$ cat src/rtl/dmem_arbiter.sv
// Data-memory arbiter: PIPE has priority; DMA wins when idle pipe or starved MAX_WAIT cycles.
// Grant is combinational (0 cycles); read data returns 2 edges later; losers see Pipe_Stall / ~Dma_Ready.
module dmem_arbiter #(
  parameter int AW       = 10,
  parameter int DW       = 32,
  parameter int MAX_WAIT = 7
) (
  input  logic          CLK,
  input  logic          RST_N,
  input  logic          Pipe_Req,
  input  logic          Pipe_We,
  input  logic [AW-1:0] Pipe_Addr,
  input  logic [DW-1:0] Pipe_WData,
  output logic          Pipe_Stall,
  output logic [DW-1:0] Pipe_RData,
  output logic          Pipe_RValid,
  input  logic          Dma_Valid,
  input  logic          Dma_We,
  input  logic [AW-1:0] Dma_Addr,
  input  logic [DW-1:0] Dma_WData,
  output logic          Dma_Ready,
  output logic [DW-1:0] Dma_RData,
  output logic          Dma_RValid,
  output logic          Mem_En,
  output logic          Mem_We,
  output logic [AW-1:0] Mem_Addr,
  output logic [DW-1:0] Mem_WData,
  input  logic [DW-1:0] Mem_RData,
  output logic [7:0]    Wait_Cnt
);

  typedef enum logic [1:0] {
    OWN_NONE = 2'd0,
    OWN_PIPE = 2'd1,
    OWN_DMA  = 2'd2
  } owner_e;

  localparam logic [7:0] MaxWait = 8'(MAX_WAIT);

  logic [7:0] waitCnt;
  owner_e     rdOwner;
  logic       forceDma;
  logic       dmaGrant;
  logic       pipeGrant;

  // Reset holds the grant at NONE so nothing reaches memory while RST_N is low.
  always_comb begin
    forceDma  = (waitCnt == MaxWait);
    dmaGrant  = RST_N & Dma_Valid & (~Pipe_Req | forceDma);
    pipeGrant = RST_N & Pipe_Req & ~dmaGrant;
  end

  always_comb begin
    Mem_En    = pipeGrant | dmaGrant;
    Mem_We    = 1'b0;
    Mem_Addr  = '0;
    Mem_WData = '0;
    if (pipeGrant) begin
      Mem_We    = Pipe_We;
      Mem_Addr  = Pipe_Addr;
      Mem_WData = Pipe_WData;
    end else if (dmaGrant) begin
      Mem_We    = Dma_We;
      Mem_Addr  = Dma_Addr;
      Mem_WData = Dma_WData;
    end
  end

  assign Pipe_Stall = Pipe_Req & ~pipeGrant;
  assign Dma_Ready  = dmaGrant;
  assign Wait_Cnt   = waitCnt;

  always_ff @(posedge CLK or negedge RST_N) begin
    if (!RST_N) begin
      waitCnt     <= '0;
      rdOwner     <= OWN_NONE;
      Pipe_RData  <= '0;
      Pipe_RValid <= 1'b0;
      Dma_RData   <= '0;
      Dma_RValid  <= 1'b0;
    end else begin
      if (!Dma_Valid || dmaGrant) begin
        waitCnt <= '0;
      end else if (waitCnt != MaxWait) begin
        waitCnt <= waitCnt + 8'd1;
      end

      if (pipeGrant && !Pipe_We) begin
        rdOwner <= OWN_PIPE;
      end else if (dmaGrant && !Dma_We) begin
        rdOwner <= OWN_DMA;
      end else begin
        rdOwner <= OWN_NONE;
      end

      // Memory data for last cycle's read is steered to whoever issued it.
      Pipe_RValid <= (rdOwner == OWN_PIPE);
      Dma_RValid  <= (rdOwner == OWN_DMA);
      if (rdOwner == OWN_PIPE) begin
        Pipe_RData <= Mem_RData;
      end
      if (rdOwner == OWN_DMA) begin
        Dma_RData <= Mem_RData;
      end
    end
  end

endmodule

$ cat config.mk
export PLATFORM = sky130hd
export DESIGN_NAME = dmem_arbiter
export DESIGN_NICKNAME = d
export VERILOG_FILES = /design/src/rtl/dmem_arbiter.sv
export SDC_FILE = /design/constraint.sdc
export NUM_CORES = 1
export LEC_CHECK = 0
export CORE_MARGIN = 8
export CORE_UTILIZATION = 36
export CTS_CLUSTER_DIAMETER = 200
export DETAILED_ROUTE_END_ITERATION = 12
export GPL_TIMING_DRIVEN = 0
export PLACE_DENSITY = 0.83
export SYNTH_ARGS = -nofsm -noshare
export SYNTH_HDL_FRONTEND = slang
export SYNTH_SLANG_ARGS = --single-unit
$ cat constraint.sdc
create_clock -name CLK -period 2.3 [get_ports CLK]
set_clock_uncertainty 0.05 [all_clocks]
set_input_delay 0.23 -clock CLK [delete_from_list [all_inputs] [get_ports CLK]]
set_output_delay 0.23 -clock CLK [all_outputs]
set_load 0.02 [all_outputs]
-- After elaboration in Yosys (flattened, before gate mapping)
Index checks and enable logic that the tools add are counted.
- register bits: 76
- input bits: 122
- word-level logic and storage cells: 38
- add/subtract/negate cells: 1
- eq/ne operators: 4
- multiplexer cells: 10
- bitwise gates (word level): 10
- reductions and logical operators: 7
- operator list (operator ; count):
    2-to-1 mux 32 bit ; 2
    2-to-1 mux 10 bit ; 2
    2-to-1 mux 8 bit ; 2
    adder 8 x 1 -> 8 bit (second input constant) ; 1
    == test 8 x 3 -> 1 bit (second input constant) ; 1
    != test 8 x 3 -> 1 bit (second input constant) ; 1
    AND 1 bit ; 5
    2-to-1 mux 2 bit ; 2
    zero test 1 bit ; 3
    NOT 1 bit ; 3
    == test 2 x 1 -> 1 bit (second input constant) ; 1
    == test 2 bit (second input constant) ; 1
    logical AND 1 bit ; 2
    2-to-1 mux 1 bit ; 2
    bitwise OR 1 bit ; 2
    nonzero test 2 bit ; 1
    logical OR 1 bit ; 1

-- Longest topological paths before layout
Gate-level depths: netlist (run 1).
- word-level depth: 7
- mapped depth: 5
- mapped depth without buffers: 4

-- Worst setup path after synthesis (run 1)
No wires, ideal clock.
- kind: register -> output
- start: reg waitCnt[0] (netlist: Wait_Cnt[0])
- end: out Mem_Addr[1]
- arrival time: 1.732 ns
- data required time: 2.020 ns
- path slack: 0.288 ns
- stages on the path, launching flop included: 6
- path buffers: 1
- path through: dfrtp_1 -> ha_1 -> and4bb_2 -> a31oi_4 -> buf_6 -> a32o_1
- longest elaborated chain between the ends: 6
- elaborated cells on any way between the ends: 7
- those cells by class: eq/ne (1); mux (2); bitwise (4)
- ends and longest elaborated chain (item ; line ; RTL):
    start, declared ; 40 ; logic [7:0] waitCnt;
    start signal, assigned ; 85 ; waitCnt <= waitCnt + 8'd1;
    == test 8 x 3 -> 1 bit (*) ; 48 ; forceDma = (waitCnt == MaxWait);
    bitwise OR 1 bit (*) ; 49 ; dmaGrant = RST_N & Dma_Valid & (~Pipe_Req | forceDma);
    AND 1 bit (*) ; 49 ;
    NOT 1 bit ; 50 ; pipeGrant = RST_N & Pipe_Req & ~dmaGrant;
    AND 1 bit ; 50 ;
    2-to-1 mux 10 bit (*) ; 58 ; if (pipeGrant) begin
    end, declared ; 26 ; output logic [AW-1:0] Mem_Addr,
Mark *: on every way between the ends. The rest lies on a longest branch, timed or not.

-- Final worst setup path (run 1)
- start: reg waitCnt[4] (netlist: Wait_Cnt[4])
- end: out Mem_WData[23]
- longest elaborated chain between the ends: 6
- elaborated cells on any way between the ends: 7
- those cells by class: eq/ne (1); mux (2); bitwise (4)
- ends and longest elaborated chain (item ; line ; RTL):
    == test 8 x 3 -> 1 bit (*) ; 48 ;
    bitwise OR 1 bit (*) ; 49 ;
    AND 1 bit (*) ; 49 ;
    NOT 1 bit ; 50 ;
    AND 1 bit ; 50 ;
    2-to-1 mux 32 bit (*) ; 58 ;
    end, declared ; 27 ; output logic [DW-1:0] Mem_WData,
Marks and branches as above.

==> results of run 1 <==
-- report_power, final --
| group | total, W | internal (W) | switching, W |
|---|---|---|---|
| clock network | 0.00116 | 0.000696 | 0.000468 |
| logic | 0.00175 | 0.000970 | 0.000778 |
| registers | 0.00172 | 0.00159 | 0.000133 |
-- placed cells by master, fill, tap and decap left out, types with 3 or more instances in the layout --
cell type	Yosys	routed
buf_8	0	5
nand2_1	3	3
nor2_1	5	4
a221oi_1	3	3
buf_4	0	19
o21ai_0	4	4
a32o_1	43	18
a32o_2	0	25
buf_6	9	46
or3_1	3	3
clkdlybuf4s50_1	0	195
mux2_2	64	64
inv_1	3	3
xor2_1	3	3
dfrtp_1	76	74
clkbuf_8	0	12
nand3_1	4	4
buf_2	10	10
-- cell type report --
| class | instances | area share [%] |
|---|---|---|
| Buffer | 19 | 2.25 |
| Timing Repair Buffer | 265 | 40.2 |
| Inverter | 3 | 0.167 |
| Antenna cell | 1 | 0.0371 |
| Clock inverter | 4 | 1.04 |
| Multi-Input combinational cell | 153 | 23.2 |
| Tap cell | 133 | 2.47 |
| Clock buffer | 12 | 2.45 |
| Sequential cell | 76 | 28.3 |
-- kinds of logic (layout without fill, tap and decap cells) --
family | Yosys count | in the layout | synth area share, %
buffers and inverters | 24 | 303 | 4.77
other | 0 | 1 | 0
and+or+nand+nor | 27 | 27 | 4.81
DFF | 76 | 76 | 53.3
xor gates and xnor gates | 3 | 3 | 0.737
adders and majority gates | 1 | 1 | 0.351
muxes | 64 | 64 | 20.2
AOI/OAI and AO/OA | 58 | 58 | 15.8
-- worst register-to-register path: stages, from the launching register on --
cell	delay, ns
dfrtp_1	0.42
ha_4	0.20
nand4bb_4	0.12
o21ai_4	0.08
buf_6	0.16
clkbuf_16	0.15
buf_4	0.13
a2111oi_2	0.35
-- per-stage QoR --
stage,power (W),setup slack (ns),std cells
2_1_floorplan,0.00246,0.288,253
3_3_place_gp,0.00340,-3.37,627
3_5_place_dp,0.00345,-0.670,628
4_1_cts,0.00462,-0.0177,660
5_1_grt,0.00485,-0.0664,666
6_report,0.00463,-0.00360,666
-- registers in the layout, summed over array words and instances, names as in the netlist --
signal	flops
Dma_RData	32
Dma_RValid	1
Pipe_RData	32
Pipe_RValid	1
Wait_Cnt	8
rdOwner	2
-- timing repair --
item,4_1_cts,5_1_grt
hold buffers,2,0
resized for setup,214,93
gates cloned,0,2
setup endpoints to repair,45,45
pin swaps,3,16
setup buffers,14,5
hold endpoints to repair,24,0
-- path summary, 6_finish.rpt --
check,from,slack [ns],to,depth (start not counted)
worst max-delay path,Wait_Cnt[4],-0.004,Mem_WData[23],7
worst min-delay path,RST_N,0.11,Wait_Cnt[2],2
worst max register to register,Wait_Cnt[1],0.53,Wait_Cnt[0],7
worst min register to register,Pipe_RData[30],0.46,Pipe_RData[30],1
max in group asynchronous,RST_N,1.32,Dma_RData[0],3
min in group asynchronous,RST_N,0.60,Wait_Cnt[3],3
-- routing by layer --
metal,GRT usage [%],routed length [um],vias to the layer above
met2,38.4,7540,166
met5,0,0,-
met4,8.32,431,0
li1,-,-,1542
met1,19.9,4700,1692
met3,7.97,1450,26
==> impl_metrics.env, run 1 <==
export IMPL_yosysWarnings=0
export IMPL_dr_total_vias=3426
export IMPL_io_pins=242
export IMPL_place_gp_congestion=0.881
export IMPL_ys_top_cells_by_area="dfrtp_1, mux2_2, a32o_1, buf_6, buf_2"
export IMPL_grt_pass1_wl_mm=21.0
export IMPL_synth_seq_cells=76
export IMPL_post_drt_wl_per_cell_um=21.2
export IMPL_synth_avg_cell_area_sq_um=14.1
export IMPL_drv_slew=0
export IMPL_syn_nets=376
export IMPL_grt_start_max_net_pins=53
export IMPL_synth_common_cells="dfrtp_1, mux2_2, a32o_1"
export IMPL_power_density_nw_per_um2=688
export IMPL_setup_ws_ns=-0.00360
export IMPL_rsz0062_at_grt="yes"
export IMPL_cpPeakStageDelay_ns=0.44
export IMPL_period_minus_slack_ns=2.30
export IMPL_async_reset_ff_share_pct=100
export IMPL_synth_edf_count=0
export IMPL_place_area_sq_um=6170
export IMPL_synth_top_cell_by_area="dfrtp_1"
export IMPL_grt_ovfl_total=0
export IMPL_grt_usage_pct=20.6
export IMPL_path_cells="buf_4, nor3_4, a31oi_4, buf_12, buf_8, a32o_2, buf_6"
export IMPL_dp_hpwl_mm=11.1
export IMPL_slowest_stage="dfrtp_2"
export IMPL_final_nets=650
export IMPL_grt_pass1_vias=3778
export IMPL_areaGrowthSynthToFinish_pct=89.0
export IMPL_endpoint_kind="primary output"
export IMPL_fmax_ghz=0.434
export IMPL_seqCellArea_sq_um=1900
export IMPL_criticalPathCategory="reg2out"
export IMPL_post_synth_top_count_cell="dfrtp_1"
export IMPL_synth_ff_type="dfrtp_1"
export IMPL_syn_area_sq_um=3570
export IMPL_tns_ns=-0.00611
export IMPL_leakage_nw=2.92
export IMPL_portBuffers=241
export IMPL_num_fill_cells=695
export IMPL_slew_limit_headroom_pct=74.7
export IMPL_dieArea_sq_um=13300
export IMPL_root_buffer="clkbuf_8"
export IMPL_ys_types=33
export IMPL_whs_ns=0.108
export IMPL_cts_sinks=76
export IMPL_arrival_ns=2.02
export IMPL_wl_mm=14.1
export IMPL_multiInputGateArea_sq_um=1560
export IMPL_synthCells=253
export IMPL_die_x_um=116
export IMPL_crit_family="buffers and inverters"
export IMPL_floorplan_rows=36
export IMPL_hp_class="in2reg"
export IMPL_violations="negative setup slack"
export IMPL_synth_top_cell_area_share_pct=53.3
export IMPL_cap_viol_max_count=0
export IMPL_cp_start_kind="flip-flop"
export IMPL_cts_buffers=9
export IMPL_drive_gt1_share_pct=38.0
export IMPL_routed_via_density=5.14
export IMPL_drtIter0Drc=164
export IMPL_h_tree_depth=3
export IMPL_clk_pin_slew_ns=0.09
export IMPL_drc_errors=0
export IMPL_cts_buffer_depth=2
export IMPL_antenna_found_initial=1
export IMPL_die_h_um=116
export IMPL_tightestPinTransition_ns=0.380
export IMPL_ant_nets=0
export IMPL_initial_core_util_pct=36.8
export IMPL_cts_tree="built"
export IMPL_crit_fanout=10
export IMPL_fin_util_pct=69.6
export IMPL_fin_crit_sh_pct=100
export IMPL_ys_seq_area_share_pct=53.3
export IMPL_design_area_sq_um=6740
export IMPL_critical_path_required_ns=2.02
export IMPL_drtPass1Iterations=4
export IMPL_clock_latency_ns=0.35
export IMPL_finalHoldViolations=0
export IMPL_core_area_sq_um=9680
export IMPL_max_vdd_ir_drop_v=0.000312
export IMPL_status="finished, violations left"
export IMPL_path_buf_inv=4
export IMPL_setup_viol=2
(Power assumes the default switching activity.)
==> run 2, diff against run 1 <==
CORE_UTILIZATION = 32   (was 36)
MAX_ROUTING_LAYER = met4   (was not set)
PLACE_DENSITY = 0.79   (was 0.83)
clock period = 2 ns   (was 2.3 ns; I/O delays follow)
==> impl_metrics.env, run 2 (synthesized netlist as in run 1, its figures left out) <==
export IMPL_status="finished, violations left"
export IMPL_violations="negative setup slack"
export IMPL_areaGrowthSynthToFinish_pct=92.0
export IMPL_arrival_ns=1.99
export IMPL_period_minus_slack_ns=2.24
export IMPL_criticalPathCategory="reg2out"
export IMPL_die_x_um=122
export IMPL_whs_path_depth=3
export IMPL_dp_hpwl_mm=11.2
export IMPL_floorplan_rows=38
export IMPL_critical_path_required_ns=1.75
export IMPL_hp_class="in2reg"
export IMPL_finalHoldViolations=0
export IMPL_post_drt_wl_per_cell_um=21.5
export IMPL_wl_mm=14.6
export IMPL_drtIter0Drc=241
export IMPL_h_tree_depth=3
export IMPL_cts_buffer_depth=2
export IMPL_drive_gt1_share_pct=39.8
export IMPL_cts_sinks=76
export IMPL_seqCellArea_sq_um=1910
export IMPL_cts_tree="built"
export IMPL_worstReg2RegEnd="Wait_Cnt[0]"
export IMPL_grt_pass1_wl_mm=21.8
export IMPL_place_gp_congestion=0.825
export IMPL_clk_pin_slew_ns=0.08
export IMPL_ant_nets=0
export IMPL_tns_ns=-9.33
export IMPL_cts_buffers=9
export IMPL_endpoint_kind="primary output"
export IMPL_final_cell_mix="clkdlybuf4s50_1, dfrtp_1, mux2_2, buf_6, a32o_2"
export IMPL_layout_commonest_cell="clkdlybuf4s50_1"
export IMPL_die_h_um=122
export IMPL_rrSetupSlack_ns=0.08
export IMPL_core_area_sq_um=10800
export IMPL_initial_core_util_pct=32.9
export IMPL_power_density_nw_per_um2=750
export IMPL_total_power_w=0.00513
export IMPL_cap_viol_max_count=0
export IMPL_multiInputGateArea_sq_um=1590
export IMPL_pre_cts_ws_ns=-0.892
export IMPL_leakage_nw=2.99
export IMPL_io_pins=242
export IMPL_grt_pass1_vias=3825
export IMPL_min_delay_start="RST_N"
export IMPL_grt_ovfl_total=0
export IMPL_portBuffers=241
export IMPL_grt_start_max_net_pins=74
export IMPL_dieArea_sq_um=14800
export IMPL_antenna_found_initial=0
export IMPL_cp_start_kind="flip-flop"
export IMPL_tightestPinTransition_ns=0.574
export IMPL_clock_latency_ns=0.33
export IMPL_r2r_cells=9
export IMPL_drv_slew=0
export IMPL_drc_errors=0
export IMPL_dr_total_vias=3420
export IMPL_grt_usage_pct=19.5
export IMPL_antennaDiodeCount=0
export IMPL_final_nets=659
export IMPL_rsz0062_at_grt="yes"
export IMPL_root_buffer="clkbuf_8"
export IMPL_fmax_ghz=0.447
export IMPL_slew_limit_headroom_pct=61.6
export IMPL_crit_fanout=5
export IMPL_setup_viol=44
export IMPL_drtPass1Iterations=4
export IMPL_routed_via_density=5.03
export IMPL_setup_ws_ns=-0.235
export IMPL_max_vdd_ir_drop_v=0.000445
export IMPL_num_fill_cells=839
export IMPL_reg2reg_from="Wait_Cnt[0]"
export IMPL_fin_crit_sh_pct=112
export IMPL_hold_end="Wait_Cnt[2]"
==> run 2: changes by cell type in the layout (fill, tap and decap cells not counted), moves of 2 or more <==
cell / change
buf_4: +3
a32o_1: -6
clkbuf_1: +3
a32o_2: +6
clkbuf_8: -2
dfrtp_2: +2
buf_6: +6
dfrtp_1: -2
clkbuf_2: -2
==> run 2: worst max-delay path by stage <==
stage / start / to / slack [ns]
after global routing: Wait_Cnt[4] / Mem_WData[14] / -0.32
after floorplan: Wait_Cnt[0] / Mem_Addr[1] / 0.02
after global placement: RST_N / Mem_WData[25] / -3.58
after detailed placement: Dma_Valid / Mem_WData[25] / -0.89
after CTS: Wait_Cnt[5] / Mem_WData[25] / -0.34
final: Wait_Cnt[4] / Mem_Addr[2] / -0.24
==> run 2: stage by stage <==
step	utilization (%)	hold slack, ns	instance area [sq um]	cells
after floorplan	-	-0.146	3570	253
after detailed placement	57.0	0.00223	6180	635
final	63.2	0.162	6850	680
after global routing	63.2	0.149	6850	680
after global placement	56.8	0.438	6150	634
after CTS	61.3	-0.376	6650	672
==> run 2: per-layer routing <==
metal	GRT usage [%]	wire length, um	up-vias	share of wire (%)
li1	-	-	1562	-
met5	-	0	-	0
met3	5.74	1140	23	7.8
met4	6.94	334	0	2.3
met2	33.3	7460	175	51
met1	21.3	5690	1660	39
==> run 2: where the power goes <==
group | internal, W | total, W | leakage (nW) | switching, W
registers | 0.00183 | 0.00199 | 0.915 | 0.000161
logic | 0.00114 | 0.00204 | 1.98 | 0.000899
clock network | 0.000604 | 0.00110 | 0.0935 | 0.000500
total | 0.00357 | 0.00513 | 2.99 | 0.00156
==> run 2: critical path, stage by stage (launching register included) <==
cell       delay (ns)
dfrtp_2          0.45
or3_4            0.42
o21ai_4          0.20
buf_6            0.15
clkbuf_16        0.14
a32o_2           0.17
buf_6            0.12
==> run 2: final cells by class <==
cell class / instances / area share [%]
plain buffers: 21 / 2.54
clock buffers: 13 / 2.17
clock inverters: 2 / 0.512
inverters: 3 / 0.164
multi-input cells: 153 / 23.1
flip-flops and latches: 76 / 27.8
well taps: 140 / 2.56
repair buffers: 272 / 41.1
==> run 2: timing repair <==
item	4_1_cts	5_1_grt
pin swaps	9	23
cloned	1	2
resized for setup	290	34
setup endpoints to repair	45	46
endpoints found under the hold margin	76	76
buffers inserted	21	5
==> RTL edit 1 (config.mk and constraints of run 1) <==
Set the parameter `AW` to 9 (it was 10).
--- a/src/rtl/dmem_arbiter.sv
+++ b/src/rtl/dmem_arbiter.sv
@@ -1,7 +1,7 @@
 // Data-memory arbiter: PIPE has priority; DMA wins when idle pipe or starved MAX_WAIT cycles.
 // Grant is combinational (0 cycles); read data returns 2 edges later; losers see Pipe_Stall / ~Dma_Ready.
 module dmem_arbiter #(
-  parameter int AW       = 10,
+  parameter int AW       = 9,
   parameter int DW       = 32,
   parameter int MAX_WAIT = 7
 ) (
Ports: changed (resized Dma_Addr, Mem_Addr and Pipe_Addr); port bits go from 242 to 239. The function was not compared with the original's and may differ.
==> RTL edit 1 against run 1 <==
  * The flow finishes with violations (negative hold slack, negative setup slack)
  * Sequential power hardly changed
  * Sequential share of layout area grew 1.6 points
  * Worst setup slack is essentially flat
  * Non-clock buffer count fell by 6
  * Utilization decreased by 3.1 points
  * Worst hold slack lost 0.48 ns
  * Sequential cell count stayed put
  * Final area down 5.4%
  * Synthesized area fell by 2.0%
  * Count of clock-buffer cells in the layout shrank 1
  * Total power fell by 2.4%
  * Routed wire length down 3.8%
  * Largest cell class unchanged
==> RTL edit 1: results (changes against run 1) <==
Outcome
  – Status: finished with violations
  – Failing checks: negative hold slack, negative setup slack

Power
  – Pleak: 2.69 nW (-8.0%)
  – Max VDD drop: 0.378 mV (+21%)

Drt
  – Met2 wire len: 7360 µm (-2.3%)
  – Routed wire length: 13600 µm (-3.8%)
  – Initial detailed-routing violation count: 171 (+4.3%)
  – Uppermost routed layer: met4
  – Wire length on met3: 1260 µm (-13%)
  – M1 WL: 4480 µm (-4.6%)
  – Via density: 5.08 (-1.3%)

Layout
  – FILL cells: 741 (+6.6%)
  – Nets: 641 (-1.4%)
  – Share of cells above drive strength 1: 0.337 (-0.0426)

GRT
  – Vias in the first global route: 3881 (+2.7%)
  – M1 GR Usage: 0.191 (-0.00873)
  – Largest net degree at the start of global routing: 80 (+51%)
  – First-pass GRT wire length: 20700 µm (-1.5%)
  – Met2 usage: 0.386 (+0.00163)
  – GR Util All Layers: 0.206 (-0.000877)
  – Met3 Track Usage GR: 0.0712 (-0.00853)
  – Initial antenna violation count: 0 (-1)

STA
  – Final setup vio count: 1 (-1)
  – Setup tns final: -0.00367 ns (+0.00243 ns)
  – Worst slew pin tran: 0.369 ns (-0.0106 ns)
  – Final WS setup: -0.00367 ns (-0.0000770 ns)
  – Final Hold Viols: 76 (+76)
  – Hold slack final: -0.376 ns (-0.484 ns)

Setup path
  – Crit-path max cell delay: 0.44 ns (about the same)
  – Reg2Reg Capture Point: Wait_Cnt[6]$_DFFE_PN0P_
  – Crit path max-delay family: flip-flops
  – Worst-case reg-to-reg path depth: 7 (unchanged)
  – CP max FO: 6 (-4)
  – Reg2reg start: Wait_Cnt[4]$_DFFE_PN0P_
  – Worst R2R Setup Slack: 0.44 ns (-0.09 ns)

Clock network
  – Clk_lat worst skew: 0.33 ns (-0.02 ns)

Place
  – Port Buffers: 238 (-1.2%)
  – DP Wirelength: 10800 µm (-2.3%)
  – Gpl congestion: 0.859 (-2.5%)
  – Area after DPL: 0.00607 mm² (-1.6%)

Logic synthesis
  – Seq/Total Area, Yosys: 0.544 (+0.0109)
  – Post-synth top cells: dfrtp_1, mux2_2, a32o_1
  – Top cells by area, synth: dfrtp_1, mux2_2, a32o_1
  – Synth Net Count: 373 (-0.80%)

Die
  – Die ar.: 0.0131 mm² (-1.7%)

Min path
  – Worst hold path class: input pin to async pin
## RTL edit 1: changes by cell type after synthesis, sizes merged
cell	before	now
nor2b	2	3
clkbuf	2	6
a32o	43	42
buf	19	15
and2b	1	0
## RTL edit 1: area by class of cell
class | instances | area, µm² | share of cell area
multi-input combinational | 152 | 1520 | 0.238
antenna | 1 | 2.50 | 0.000392
clock inverter | 5 | 83.8 | 0.0131
sequential | 76 | 1910 | 0.299
buffer | 21 | 163 | 0.0255
clock buffer | 11 | 141 | 0.0222
inverter | 3 | 11.3 | 0.00177
timing repair buffer | 257 | 2380 | 0.374
tap | 133 | 166 | 0.0261
## RTL edit 1: metrics by stage
| step | utilization | hold slack [ns] | setup WS (ns) | cells | power [W] |
|---|---|---|---|---|---|
| 4_1_cts | 0.659 | -0.390 | -0.0140 | 656 | 0.00456 |
| 5_1_grt | 0.664 | -0.394 | -0.0573 | 658 | 0.00474 |
| 3_5_place_dp | 0.632 | -0.00561 | -0.584 | 624 | 0.00343 |
| 6_report | 0.665 | -0.376 | -0.00367 | 659 | 0.00453 |
| 3_3_place_gp | 0.630 | 0.437 | -3.30 | 623 | 0.00338 |
| 2_1_floorplan | - | -0.116 | 0.300 | 252 | 0.00245 |
## RTL edit 1: worst max path at each step
| stage | start | end | slack (ns) | cells after the start |
|---|---|---|---|---|
| floorplan | Wait_Cnt[0]$_DFFE_PN0P_ | Mem_Addr[0] | 0.30 | 5 |
| global placement | RST_N | Mem_WData[28] | -3.30 | 6 |
| detailed placement | Dma_Valid | Mem_WData[28] | -0.58 | 6 |
| CTS | Wait_Cnt[4]$_DFFE_PN0P_ | Mem_WData[28] | -0.01 | 6 |
| global route | Wait_Cnt[4]$_DFFE_PN0P_ | Mem_WData[28] | -0.06 | 6 |
| finish | Wait_Cnt[4]$_DFFE_PN0P_ | Mem_WData[28] | -0.004 | 6 |
## RTL edit 1: what timing repair did
item                                    in CTS  in global routing
buffers inserted                            13                  2
pin swaps                                    8                  1
gates cloned                                 3                  0
endpoints found under the setup margin      44                 44
endpoints found under the hold margin       76                 76
gates resized for setup                    217                 17
## RTL edit 1: cells by family (layout without fill, tap and decap cells)
logic type	count (synthesis)	count (layout)	synth area share
adder cells (fa/ha/maj)	1	1	0.00358
AND/OR/NAND/NOR	27	27	0.0494
XOR/XNOR	3	3	0.00752
AO/OA/AOI/OAI	57	57	0.154
flip-flops	76	76	0.544
multiplexers	64	64	0.206
buffers and inverters	24	297	0.0347
other	0	1	0
## RTL edit 1: power by group
group / switching (W) / internal, W
Clock: 0.000487 / 0.000645
Sequential: 0.000131 / 0.00159
Combinational: 0.000763 / 0.000911
Total: 0.00138 / 0.00314
==> RTL edit 2 (flow settings as in run 1) <==
Made on the original files. The 3 values of `owner_e` get a one-hot encoding in 3 bits.
--- a/src/rtl/dmem_arbiter.sv
+++ b/src/rtl/dmem_arbiter.sv
@@ -29,10 +29,10 @@
   output logic [7:0]    Wait_Cnt
 );
 
-  typedef enum logic [1:0] {
-    OWN_NONE = 2'd0,
-    OWN_PIPE = 2'd1,
-    OWN_DMA  = 2'd2
+  typedef enum logic [2:0] {
+    OWN_NONE = 3'b001,
+    OWN_PIPE = 3'b010,
+    OWN_DMA  = 3'b100
   } owner_e;
 
   localparam logic [7:0] MaxWait = 8'(MAX_WAIT);
Formal check against the unedited RTL: no difference found for any inputs over 4 cycles, from zero or initial values and one cycle with RST_N low; so few cycles prove little.
==> RTL edit 2 against run 1 <==
  * Final area is 0.20% lower
  * Synthesized area hardly changed
  * Register-to-register slack worse by 0.02 ns
  * Total power is 8.4% lower
  * Sequential power hardly changed
  * Count of clock-buffer cells in the layout is 1 higher
  * Worst setup slack worse by 0.062 ns
  * Sequential cell count is 1 higher
  * Fmax is 2.6% lower
  * Largest power group is now sequential cells
  * Cell count is 0.90% higher
  * The run still ends with negative setup slack left
  * Routed wire length is 3.2% higher
==> RTL edit 2: results (changes against run 1) <==
GRT
  – Met2 usage: 0.382 (-0.00233)
  – M1 GR Usage: 0.187 (-0.0126)
  – Initial antenna violation count: 2 (+1)
  – Met3 Track Usage GR: 0.0803 (+0.000521)

STA
  – Final WS setup: -0.0654 ns (-0.0618 ns)
  – Final setup vio count: 15 (+13)
  – Worst slew pin tran: 0.569 ns (+0.189 ns)
  – Setup tns final: -0.210 ns (-0.203 ns)

Drt
  – Wire length on met3: 1380 µm (-4.8%)
  – Via count: 3479 (+1.5%)

Power
  – Sequential share of power: 0.405 (+0.033)
  – Clk pwr share: 0.205 (-0.046)
  – Max VDD drop: 0.310 mV (-0.66%)

Logic synthesis
  – Synth cell types: 36 (+9.1%)
  – Top cells by area, synth: dfrtp_1, a32o_1, mux2_1

Setup path
  – Reg2reg start: rdOwner[1]$_DFF_PN0_
  – Critical path arrival: 2.09 ns (+0.07 ns)
  – CP max FO: 6 (-4)

Outcome
  – Status: finished with violations
  – Failing checks: negative setup slack

Place
  – DP Wirelength: 11000 µm (-0.29%)

Layout
  – FILL cells: 677 (-2.6%)
  – Nets: 656 (+0.92%)
  – Share of cells above drive strength 1: 0.302 (-0.0780)

Clock network
  – Post-CTS sizing: 228 (+6.5%)
## RTL edit 2: changes by cell type after synthesis, moves of 2 or more
cell             run 1  this run
clkbuf_1             2         4
mux2_1               0        33
buf_6                9         3
nor3b_2              0         2
buf_2               10        13
mux2_2              64        31
## RTL edit 2: layout make-up
class / instances / area share
tap: 133 / 0.0247
clock buffer: 13 / 0.0221
clock inverter: 2 / 0.00149
timing repair buffer: 267 / 0.405
buffer: 19 / 0.0229
sequential: 77 / 0.287
inverter: 3 / 0.00167
multi-input combinational: 156 / 0.235
antenna: 2 / 0.000744
## RTL edit 2: cell families after synthesis
kind of cell / share of synthesized area
AOI/OAI and AO/OA: 0.159
adders and majority gates: 0.00351
DFF: 0.541
muxes: 0.202
buffers and inverters: 0.0351
xor gates and xnor gates: 0.00737
and+or+nand+nor: 0.0516
## RTL edit 2: metrics by stage
step	std cells	total power (W)	util
final	672	0.00424	0.695
after CTS	661	0.00423	0.668
after floorplan	256	0.00238	-
after global routing	672	0.00443	0.695
after global placement	630	0.00329	0.634
after detailed placement	631	0.00334	0.636
## RTL edit 2: worst paths after layout
| kind | end | slack (ns) | cells after the start |
|---|---|---|---|
| setup / recovery | Mem_WData[24] | -0.07 | 7 |
| hold / removal | Wait_Cnt[2]$_DFFE_PN0P_ | 0.07 | 2 |
| setup reg to reg | Dma_RData[13]$_DFFE_PN0P_ | 0.51 | 3 |
| hold reg to reg | Pipe_RData[28]$_DFFE_PN0P_ | 0.43 | 1 |
| max in group asynchronous | Pipe_RData[16]$_DFFE_PN0P_ | 1.35 | 3 |
| min in group asynchronous | rdOwner[0]$_DFF_PN1_ | 0.58 | 2 |
